**src/rtl/pipe_pkg.sv**
```systemverilog
// Shared pipeline definitions: forward-select codes and the per-stage destination tag.
package pipe_pkg;

    localparam int unsigned TAG_WN_W = 8;

    localparam logic [1:0] FWD_RF  = 2'd0;
    localparam logic [1:0] FWD_EX  = 2'd1;
    localparam logic [1:0] FWD_MEM = 2'd2;
    localparam logic [1:0] FWD_WB  = 2'd3;

    typedef struct packed {
        logic                wreg;
        logic                m2reg;
        logic [TAG_WN_W-1:0] wn;
    } stage_tag_t;

endpackage

```
**src/rtl/pipe_stage_tag.sv**
```systemverilog
// One shadow destination-tag register with synchronous clear and a load-zero kill.
module pipe_stage_tag
    import pipe_pkg::*;
(
    input  logic       clk,
    input  logic       clr,
    input  logic       kill,
    input  stage_tag_t d,
    output stage_tag_t q
);

    always_ff @(posedge clk) begin
        if (clr || kill) begin
            q <= '0;
        end else begin
            q <= d;
        end
    end

endmodule

```
**src/rtl/pipe_hazard_ctrl.sv**
```systemverilog
// Hazard/interlock controller: operand forwarding, one-cycle load-use stall, bubble insertion.
// Optional load-use stall counter port enabled by defining HAZ_STALL_CNT_EN.
module pipe_hazard_ctrl
    import pipe_pkg::*;
#(
    parameter int unsigned NREG_W = 5
) (
    input  logic              clk,
    input  logic              clr,
    input  logic [NREG_W-1:0] id_rs,
    input  logic [NREG_W-1:0] id_rt,
    input  logic              id_use_rs,
    input  logic              id_use_rt,
    input  logic              id_wreg,
    input  logic              id_m2reg,
    input  logic [NREG_W-1:0] id_wn,
    input  logic              flush,
    output logic              stall,
    output logic              bubble,
    output logic [1:0]        fwda,
    output logic [1:0]        fwdb
`ifdef HAZ_STALL_CNT_EN
    ,
    output logic [31:0]       stall_cnt
`endif
);

    if (NREG_W > TAG_WN_W) begin : g_width_check
        $error("NREG_W exceeds the tag register-number width");
    end

    stage_tag_t id_tag;
    stage_tag_t ex_tag;
    stage_tag_t mem_tag;
    stage_tag_t wb_tag;
    logic       lu_a;
    logic       lu_b;
    logic       lu;

    // Load in EX feeding this operand: value not available yet, must stall.
    function automatic logic load_hit(input logic [NREG_W-1:0] r, input logic use_r,
                                      input stage_tag_t ex);
        logic [TAG_WN_W-1:0] rx;
        rx = TAG_WN_W'(r);
        return use_r && (r != '0) && ex.wreg && ex.m2reg && (ex.wn == rx);
    endfunction

    // Youngest matching producer wins; a matching load in EX yields regfile (stall covers it).
    function automatic logic [1:0] fwd_sel(input logic [NREG_W-1:0] r, input logic use_r,
                                           input stage_tag_t ex, input stage_tag_t mem,
                                           input stage_tag_t wb);
        logic [TAG_WN_W-1:0] rx;
        logic [1:0]          sel;
        rx  = TAG_WN_W'(r);
        sel = FWD_RF;
        if (use_r && (r != '0)) begin
            if (ex.wreg && (ex.wn == rx)) begin
                sel = ex.m2reg ? FWD_RF : FWD_EX;
            end else if (mem.wreg && (mem.wn == rx)) begin
                sel = FWD_MEM;
            end else if (wb.wreg && (wb.wn == rx)) begin
                sel = FWD_WB;
            end
        end
        return sel;
    endfunction

    always_comb begin
        id_tag       = '0;
        id_tag.wreg  = id_wreg;
        id_tag.m2reg = id_m2reg;
        id_tag.wn    = TAG_WN_W'(id_wn);
    end

    always_comb begin
        lu_a   = load_hit(id_rs, id_use_rs, ex_tag);
        lu_b   = load_hit(id_rt, id_use_rt, ex_tag);
        lu     = lu_a || lu_b;
        stall  = lu && !flush;
        bubble = lu || flush;
        fwda   = fwd_sel(id_rs, id_use_rs, ex_tag, mem_tag, wb_tag);
        fwdb   = fwd_sel(id_rt, id_use_rt, ex_tag, mem_tag, wb_tag);
    end

    pipe_stage_tag u_ex (
        .clk  (clk),
        .clr  (clr),
        .kill (bubble),
        .d    (id_tag),
        .q    (ex_tag)
    );

    pipe_stage_tag u_mem (
        .clk  (clk),
        .clr  (clr),
        .kill (1'b0),
        .d    (ex_tag),
        .q    (mem_tag)
    );

    pipe_stage_tag u_wb (
        .clk  (clk),
        .clr  (clr),
        .kill (1'b0),
        .d    (mem_tag),
        .q    (wb_tag)
    );

`ifdef HAZ_STALL_CNT_EN
    logic [31:0] cnt_q;

    // Saturating count of cycles spent in load-use stall.
    always_ff @(posedge clk) begin
        if (clr) begin
            cnt_q <= '0;
        end else if (stall && (cnt_q != 32'hFFFF_FFFF)) begin
            cnt_q <= cnt_q + 32'd1;
        end
    end

    assign stall_cnt = cnt_q;
`endif

endmodule

```
**config.mk**
```make
export PLATFORM = sky130hd
export DESIGN_NAME = pipe_hazard_ctrl
export DESIGN_NICKNAME = d
export VERILOG_FILES = /design/src/rtl/pipe_pkg.sv /design/src/rtl/pipe_stage_tag.sv /design/src/rtl/pipe_hazard_ctrl.sv
export SDC_FILE = /design/constraint.sdc
export NUM_CORES = 1
export LEC_CHECK = 0
export CAP_MARGIN = 15
export CORE_ASPECT_RATIO = 1.1
export CORE_MARGIN = 2
export CORE_UTILIZATION = 46
export CTS_CLUSTER_DIAMETER = 150
export CTS_CLUSTER_SIZE = 16
export DETAILED_ROUTE_END_ITERATION = 10
export PLACE_DENSITY = 0.77
export SLEW_MARGIN = 15
export SYNTH_ARGS = -nofsm -noshare
export SYNTH_HDL_FRONTEND = slang
export SYNTH_SLANG_ARGS = --single-unit
```
**constraint.sdc**
```tcl
create_clock -name clk -period 2.95 [get_ports clk]
set_input_delay 0.7375 -clock clk [delete_from_list [all_inputs] [get_ports clk]]
set_output_delay 0.7375 -clock clk [all_outputs]
set_load 0.02 [all_outputs]
```
# After elaboration in Yosys (flattened, before gate mapping)
# Index checks and enable logic that the tools add are counted.
# totals
ff_bits	28
input_bits	22
output_inout_bits	6
elab_cells	44
# op_classes
n_eq_ne	6
n_mux	9
n_reduce_logical	21
# ops
op	n
8-bit by 5-bit equality test with 1-bit output	6
2-bit two-way mux	8
1-bit logical AND	15
5-bit nonzero test	2
1-bit logical OR	3
1-bit logical NOT	1
1-bit two-way mux	1

# Logic depth before layout (Yosys ltp)
# logic_depth
word_depth	8
depth_mapped	5
mapped_depth_nobuf	5

# Hierarchy
# Synthesis repeated with hierarchy kept, for this count alone.
# unflattened
cells_unflattened	134
hier_area_um2	1539.0
# modules_own_cells
module	n_inst	cells_each	area_per_inst_um2	seq_area_each_um2
pipe_stage_tag	3	22	347.8	200.2
pipe_hazard_ctrl	1	68	495.5	0.0

# Worst setup path after synthesis
# Ideal clock, no wire load.
# synth_path
path_kind	in2out
startpoint	in id_rs[4]
endpoint	out stall
t_arrival_ps	2049
required_ps	2213
path_slack_ps	163
path_stages	5
path_buffers	0
path_cell_list	xor2_1 nor4_4 nand3_2 o32ai_4 nor2b_1
# synth_between
elab_chain_len	7
elab_cells_between_ends	8
classes_between	1 x eq/ne; 7 x reduce/logical
# synth_rtl
item	line_no	source
from (decl)	pipe_hazard_ctrl.sv:10	input logic [NREG_W-1:0] id_rs,
5-bit nonzero test	pipe_hazard_ctrl.sv:45	return use_r && (r != '0) && ex.wreg && ex.m2reg && (ex.wn == rx);
1-bit logical AND (3 in series)	pipe_hazard_ctrl.sv:45	
1-bit logical AND *	pipe_hazard_ctrl.sv:45	
1-bit logical OR *	pipe_hazard_ctrl.sv:78	lu = lu_a || lu_b;
1-bit logical AND *	pipe_hazard_ctrl.sv:79	stall = lu && !flush;
to (decl)	pipe_hazard_ctrl.sv:18	output logic stall,
# Mark *: on every way between the ends. The rest lies on a longest branch, timed or not.

# Worst setup path in the final report
# layout_path
startpoint	in id_rt[4]
endpoint	out bubble
# layout_between
elab_chain_len	7
elab_cells_between_ends	8
classes_between	1 x eq/ne; 7 x reduce/logical
# layout_rtl
item	line_no	source
from (decl)	pipe_hazard_ctrl.sv:11	input logic [NREG_W-1:0] id_rt,
5-bit nonzero test	pipe_hazard_ctrl.sv:45	
1-bit logical AND (3 in series)	pipe_hazard_ctrl.sv:45	
1-bit logical AND *	pipe_hazard_ctrl.sv:45	
1-bit logical OR *	pipe_hazard_ctrl.sv:78	
1-bit logical OR *	pipe_hazard_ctrl.sv:80	bubble = lu || flush;
to (decl)	pipe_hazard_ctrl.sv:19	output logic bubble,
# Marks and branches as above.

==> flow_summary.json <==
{
  "status": "completed",
  "critPathMaxStageDelay_ps": 440,
  "synth_cell_types": 25,
  "syn_to_final_growth_pct": 45.9,
  "tns_ps": 0,
  "synth_fp_nets": 130,
  "num-nets-final": 178,
  "yosysSeqAreaShare_pct": 37.6,
  "final_cell_mix": "xor2_1, buf_4, dfxtp_1",
  "hold_path.class": "register to register",
  "period_needed_ps": 2930,
  "arrival_ps": 2190,
  "clk_pin_slew_ps": 100,
  "synth_cells": 108,
  "first_pass_iters": 4,
  "grt_max_degree": 14,
  "initial_core_util_pct": 49.5,
  "grt_usage_pct": 23.5,
  "pwr_density_cell_nw_per_um2": 346,
  "drv_slew": 0,
  "die_h_um": 53.2,
  "peakVddDrop_v": 0.000347,
  "mostFrequentLayoutCell": "xor2_1",
  "post-synth-top-area-fraction_pct": 37.6,
  "cts_root_buf": "clkbuf_4",
  "pwr-share-seq_pct": 53.3,
  "cts_tree": "built",
  "power.internal_uw": 370,
  "synth-seq-cells": 19,
  "setup_viol": 0,
  "cp_cell_sequence": "clkdlybuf4s15_1 -> or4_1 -> o21a_1 -> nand2_2 -> o32ai_4 -> or2_1 -> buf_6",
  "drv_cap": 0,
  "rsz0062_at_grt": "true",
  "start_kind": "input pin",
  "gp_congestion": 0.918,
  "grt_overflow": 0,
  "critical-path-slowest-cell": "or4_1",
  "fmax_mhz": 341,
  "netSwitchingFraction_pct": 27.4,
  "cts.sinks": 19,
  "antenna_left": 0,
  "synth_area_leader_cell": "dfxtp_1",
  "h-tree-depth": 1,
  "drt_iter0_markers": 2,
  "dp_hpwl_um": 1970,
  "synth.area.top_cells": "dfxtp_1, xor2_1, nor2b_1",
  "relSlewSlack_pct": 66.2,
  "grt_pass1_wl_um": 4440,
  "grt_pass1_vias": 941,
  "antenna_found_initial": 0,
  "p_leak_nw": 0.638,
  "n_antenna_cell": 0,
  "fin_crit_sh_pct": 99.3,
  "syn_area_per_cell_sq_um": 9.36,
  "core_area_sq_um": 2040,
  "worst-slew-pin-transition_ps": 506,
  "post-route-drc-count": 0,
  "p_switching_uw": 140,
  "critPathCaptureType": "output port",
  "vias": 921,
  "ys_warn_count": 0,
  "drive_gt1_share_pct": 31.6,
  "via_per_inst": 5.03,
  "p_clk_share_pct": 26.1,
  "insertion_delay_ps": 300,
  "power_uw": 510,
  "fillCellCount": 166,
  "io_buffers": 27,
  "cts_buffers": 3,
  "die-area_sq_um": 2590,
  "pwr-share-comb_pct": 20.6,
  "clk_path_buf_depth": 2,
  "wl_per_cell_um": 15.0,
  "syn_area_sq_um": 1010,
  "clock_skew_ps": 6.82,
  "wl_um": 2750,
  "finalHoldViolCount": 0,
  "die_x_um": 48.7,
  "required_ps": 2210,
  "ioPinCount": 28,
  "criticalPathCategory": "input pin to output port",
  "rows": 17,
  "critPathMaxFanout": 4
}
logic make-up after synthesis:
family	count (synthesis)	share of synthesized area, %
buf+inv	2	0.742
simple gates	51	29.8
compound gates	6	5.82
xor+xnor	30	26.0
flops	19	37.6
cells in the mapped netlist:
cell	instances
dfxtp_1	19
nor2b_1	14
and3_1	1
nor4_1	5
or2_1	1
xnor2_1	6
or4_1	2
inv_1	1
nand3_1	5
o32ai_4	1
nand2_1	8
a21oi_1	2
nand4_1	1
o21ai_2	1
o21a_1	1
clkbuf_1	1
nand2b_1	1
nand3_2	1
nand2_2	1
xor2_1	24
nor4_4	1
nor2_1	8
o21ai_1	1
nor3b_2	1
nand3b_1	1
power groups by stage:
stage / Sequential (mW) / Combinational, mW / Clock (mW)
2_1_floorplan: 0.275 / 0.0415 / 0
3_3_place_gp: 0.277 / 0.0965 / 0
3_5_place_dp: 0.277 / 0.0987 / 0
4_1_cts: 0.272 / 0.100 / 0.136
5_1_grt: 0.273 / 0.114 / 0.148
6_report: 0.272 / 0.105 / 0.133
repair_timing:
| action | CTS | global route |
|---|---|---|
| gates resized for setup | 59 | 11 |
| hold endpoints to repair | 0 | 0 |
| hold buffers | 0 | 0 |
| setup buffers | 2 | 2 |
| endpoints found under the setup margin | 6 | 6 |
| pin swaps | 13 | 8 |
state kept, by name (all words and copies together) (netlist names):
| signal | count |
|---|---|
| u_wb.q | 6 |
| u_ex.q | 7 |
| u_mem.q | 6 |
worst paths after layout:
path                    end  slack (ps)       start  cells past startpoint
hold / removal    u_wb.q[9]         510  u_mem.q[9]                      1
setup reg to reg  u_ex.q[9]        1310   u_ex.q[1]                      6
setup / recovery     bubble          20    id_rt[4]                      7
hold reg to reg   u_wb.q[9]         510  u_mem.q[9]                      1
area by class of cell:
type                       count  area, sq um  share of cell area (%)
multi-input combinational     87          683                    46.3
clock buffer                   3         22.5                    1.53
timing repair buffer          44          345                    23.4
clock inverter                 1         5.00                   0.339
tap                           28         35.0                    2.37
sequential                    19          380                    25.8
inverter                       1         3.75                   0.254
per-layer routing:
| metal | wire length [um] | vias up | GRT usage [%] |
|---|---|---|---|
| met5 | 0 | - | 0 |
| met4 | 61 | 0 | 9.05 |
| met3 | 120 | 6 | 5.08 |
| met2 | 1460 | 26 | 45.9 |
| met1 | 1110 | 436 | 24.8 |
| li1 | - | 453 | - |
stage by stage:
| step | setup slack (ps) | hold WS, ps | cell area, sq um | std cells | util (%) |
|---|---|---|---|---|---|
| finish | 20.5 | 509 | 1480 | 183 | 72.2 |
| floorplan | 163 | 459 | 1010 | 108 | - |
| detailed placement | -788 | 493 | 1410 | 175 | 69.1 |
| global placement | -702 | 485 | 1410 | 175 | 69.1 |
| global route | -41.8 | 511 | 1480 | 183 | 72.2 |
| CTS | 0.641 | 509 | 1450 | 181 | 71.2 |
worst max-delay path, delay by kind of cell:
| family | cells | cell delay (ps) |
|---|---|---|
| buffers and inverters | 2 | 390 |
| and+or+nand+nor | 3 | 770 |
| AOI/OAI and AO/OA | 2 | 290 |
Note: power is estimated with default switching activity, not from simulation.
